## config.mk

```make
export PLATFORM = sky130hd
export DESIGN_NAME = stream_demux_n
export DESIGN_NICKNAME = d
export VERILOG_FILES = /design/src/rtl/stream_demux_n.sv
export SDC_FILE = /design/constraint.sdc
export NUM_CORES = 1
export LEC_CHECK = 0
export ABC_AREA = 0
export CAP_MARGIN = 20
export CELL_PAD_IN_SITES_DETAIL_PLACEMENT = 0
export CELL_PAD_IN_SITES_GLOBAL_PLACEMENT = 1
export CORE_MARGIN = 3
export CORE_UTILIZATION = 30
export DETAILED_ROUTE_END_ITERATION = 10
export HOLD_SLACK_MARGIN = 0.1
export PLACE_DENSITY_LB_ADDON = 0.08
export REMOVE_ABC_BUFFERS = 1
export SYNTH_ARGS = -nofsm -noshare
export SYNTH_HDL_FRONTEND = slang
export SYNTH_SLANG_ARGS = --single-unit
```

## constraint.sdc

```tcl
create_clock -name clock -period 2.8 [get_ports clock]
set_input_delay 0.56 -clock clock [delete_from_list [all_inputs] [get_ports clock]]
set_output_delay 0.56 -clock clock [all_outputs]
set_load 0.1 [all_outputs]
```

## src/rtl/stream_demux_n.sv

```systemverilog
// stream_demux_n: N-way registered stream demux with one holding register per output channel.
// Define DEMUX_ERR_EN to add the sticky out-of-range-select flag `err`.
module stream_demux_n #(
  parameter int W     = 8,
  parameter int N     = 4,
  parameter int SEL_W = 2
) (
  input  logic             clock,
  input  logic             reset,
  input  logic [W-1:0]     in_data,
  input  logic [SEL_W-1:0] in_sel,
  input  logic             in_valid,
  output logic             in_ready,
  output logic [N*W-1:0]   out_data,
  output logic [N-1:0]     out_valid,
  input  logic [N-1:0]     out_ready
`ifdef DEMUX_ERR_EN
  ,
  output logic             err
`endif
);

  if (SEL_W != $clog2(N)) begin : g_bad_sel_w
    $error("stream_demux_n: SEL_W must equal $clog2(N)");
  end

  logic [N-1:0] vq;
  logic [W-1:0] dq [N];
  logic [N-1:0] sel_hit;
  logic [N-1:0] wr;
  logic         sel_ok;

  // One-hot decode of in_sel; an out-of-range select hits no channel.
  always_comb begin
    sel_hit = '0;
    for (int i = 0; i < N; i++) begin
      sel_hit[i] = (32'(in_sel) == 32'(i));
    end
  end

  // A channel only blocks when it is full and its consumer is not taking the word.
  always_comb begin
    sel_ok   = |sel_hit;
    in_ready = ~|(sel_hit & vq & ~out_ready);
    wr       = {N{in_valid & in_ready}} & sel_hit;
  end

  always_ff @(posedge clock) begin
    if (reset) begin
      vq <= '0;
      for (int i = 0; i < N; i++) begin
        dq[i] <= '0;
      end
    end else begin
      for (int i = 0; i < N; i++) begin
        if (wr[i]) begin
          vq[i] <= 1'b1;
          dq[i] <= in_data;
        end else if (out_ready[i]) begin
          vq[i] <= 1'b0;
        end
      end
    end
  end

  assign out_valid = vq;

  for (genvar g = 0; g < N; g++) begin : g_out
    assign out_data[g*W +: W] = dq[g];
  end

`ifdef DEMUX_ERR_EN
  always_ff @(posedge clock) begin
    if (reset) begin
      err <= 1'b0;
    end else if (in_valid & in_ready & ~sel_ok) begin
      err <= 1'b1;
    end
  end
`endif

endmodule

```

==> out/qor.yml <==
status:
  status: "completed"
sta:
  worstMarginPinSlew_ps: 585
  rsz0062_at_grt: "no"
  setup_violations: 0
  relSlewSlack_pct: 60.9
  period_share_pct: 89.7
  min_period_ps: 2510
  clock-skew-final_ps: 3.03
  hold_violations: 0
  tns_ps: 0
  report.final.slew_viol_count: 0
  fmax_ghz: 0.398
critical_path:
  critPathLaunchType: "input port"
  critPathMaxStageDelay_ps: 510
  reg2regPathDepth: 2
  cp_max_fo: 3
  cp.required_ps: 2240
  rrSetupSlack_ps: 1480
  crit_buf_inv: 2
  cp_slowest_cell: "mux4_2"
  crit_type: "in2out"
  crit_path_cell_trace: "clkdlybuf4s50_1 > or2b_1 > mux4_2 > buf_12"
  timing.rr.start: "out_valid[1]"
  worstSetupStartpoint: "out_ready[1]"
  worst-path-stages: 4
  end_kind: "output port"
  critical_path_arrival_ps: 1950
  critPathTopFamily: "buffers and inverters"
clock_tree:
  cts.sinks: 36
  cts_resized: 0
  numCtsBuffers: 5
  cts_max_level: 2
  cts-root-buf: "clkbuf_8"
  cts_tree: "yes"
  post_cts_buffers: 0
  clkSlewWorstSetupHoldPaths_ps: 70
  worstSkewPairLatency_ps: 280
  cts_buffer_depth: 2
  hold_buffers: 0
placement:
  dp.cells: 225
  hpwlAfterDp_um: 2710
  gp_congestion: 0.773
  io_buffers: 53
cells_and_area:
  instances_no_fill: 233
  final_common_cell: "buf_4"
  finalNetCount: 182
  syn_to_final_growth_pct: 38.0
  layout_common_cells: "buf_4, nor3_1, edfxtp_1"
  multi_input_area_sq_um: 407
  fillers: 470
  layout-drive-gt1-share_pct: 28.3
  regArea_sq_um: 1040
  diodes: 0
power_and_ir_drop:
  p_leak_nw: 0.803
  powerDensity_nw_per_um2: 613
  finalPower_mw: 1.28
  vdd_drop_max_uv: 193
route:
  first_pass_iters: 4
  ant_nets: 0
  drc: 0
  vias_per_cell: 4.66
  drt-initial-drc-count: 56
  wl_per_cell_um: 15.8
  drt_wl_total_um: 3690
  route.vias.total: 1085
hold_path:
  hold_path.class: "reg2reg"
  hold_depth: 2
  min_from: "out_valid[0]"
job:
  maxCapViolations: 0
floorplan:
  core_area_sq_um: 4820
  die_w_um: 77.1
  die_h_um: 77.1
  rows: 25
  die-area_sq_um: 5950
  start_util_pct: 31.5
  io_pins: 54
global_routing:
  antenna_found_initial: 0
  grt_pass1_wl_um: 5870
  met1_usage_pct: 17.0
  overflow: 0
  grt_max_degree: 17
  grt_usage_pct: 13.4
  grt_use_met3_pct: 4.69
  grt_util_met2_pct: 20.2
  grt_busiest_layer: "met2"
  grt_pass1_vias: 1088
synth:
  ys_ff_latch: 36
  avgSynthCellArea_sq_um: 13.3
  yosys_warnings: 0
  yosysSeqAreaShare_pct: 68.6
  synth_cell_types: 21
  synth.cell_area_sq_um: 1520
  syn_inst: 114
-- cell usage after synthesis (all sizes together) --
master,instances,area [sq um]
a21oi,4,20.0
a41o,4,40.0
buf,6,43.8
clkbuf,5,18.8
dfxtp,4,80.1
edfxtp,32,961
inv,2,7.50
mux4,1,22.5
nand2,1,3.75
nand2b,4,25.0
nand3,1,5.00
nand3b,10,75.1
nor2b,4,25.0
nor3,32,160
or2,1,6.26
or2b,2,15.0
or3b,1,8.76
-- logic make-up (layout without fill, tap and decap cells) --
group / after synthesis / after routing / share of synthesized area (%)
AND/OR/NAND/NOR: 56 / 56 / 21.4
flip-flops: 36 / 36 / 68.6
buffers and inverters: 13 / 65 / 4.62
AO/OA/AOI/OAI: 8 / 8 / 3.96
multiplexers: 1 / 1 / 1.48
-- per-layer routing --
metal | up-vias | wire (um)
li1 | 530 | -
met1 | 477 | 1470
met4 | 0 | 90
met5 | - | 0
met3 | 8 | 459
met2 | 70 | 1670
-- cell type report --
class | instances | area share [%]
inverters | 2 | 0.358
flip-flops and latches | 36 | 49.7
multi-input cells | 65 | 19.4
repair buffers | 55 | 22.2
clock buffers | 8 | 4.30
well taps | 67 | 4.00
-- worst paths after layout --
kind | endpoint
hold / removal | out_valid[0]
setup reg to reg | dq[1][5]
setup / recovery | in_ready
hold reg to reg | out_valid[0]
-- through the flow --
step	hold slack [ps]	setup slack [ps]	util (%)	cell area (sq um)
after global placement	555	307	41.6	2000
after global routing	592	248	43.5	2090
final	574	288	43.5	2090
after detailed placement	546	302	41.6	2000
after floorplan	629	265	-	1460
after CTS	563	288	43.5	2090
-- worst register-to-register path: stages (launching register included) --
cell	delay [ps]
dfxtp_1	350
or2b_1	280
a41o_1	390
-- report_power, final --
| part | switching, mW | leakage, nW | total (mW) | internal, mW |
|---|---|---|---|---|
| clock | 0.168 | 0.0455 | 0.369 | 0.200 |
| combinational | 0.233 | 0.380 | 0.299 | 0.0662 |
| sequential | 0.00713 | 0.377 | 0.616 | 0.609 |
-- registers in the layout, summed over array words and instances (netlist names) --
name and flops:
out_valid 4, dq 32
No activity file was read; power rests on OpenSTA's default activity.
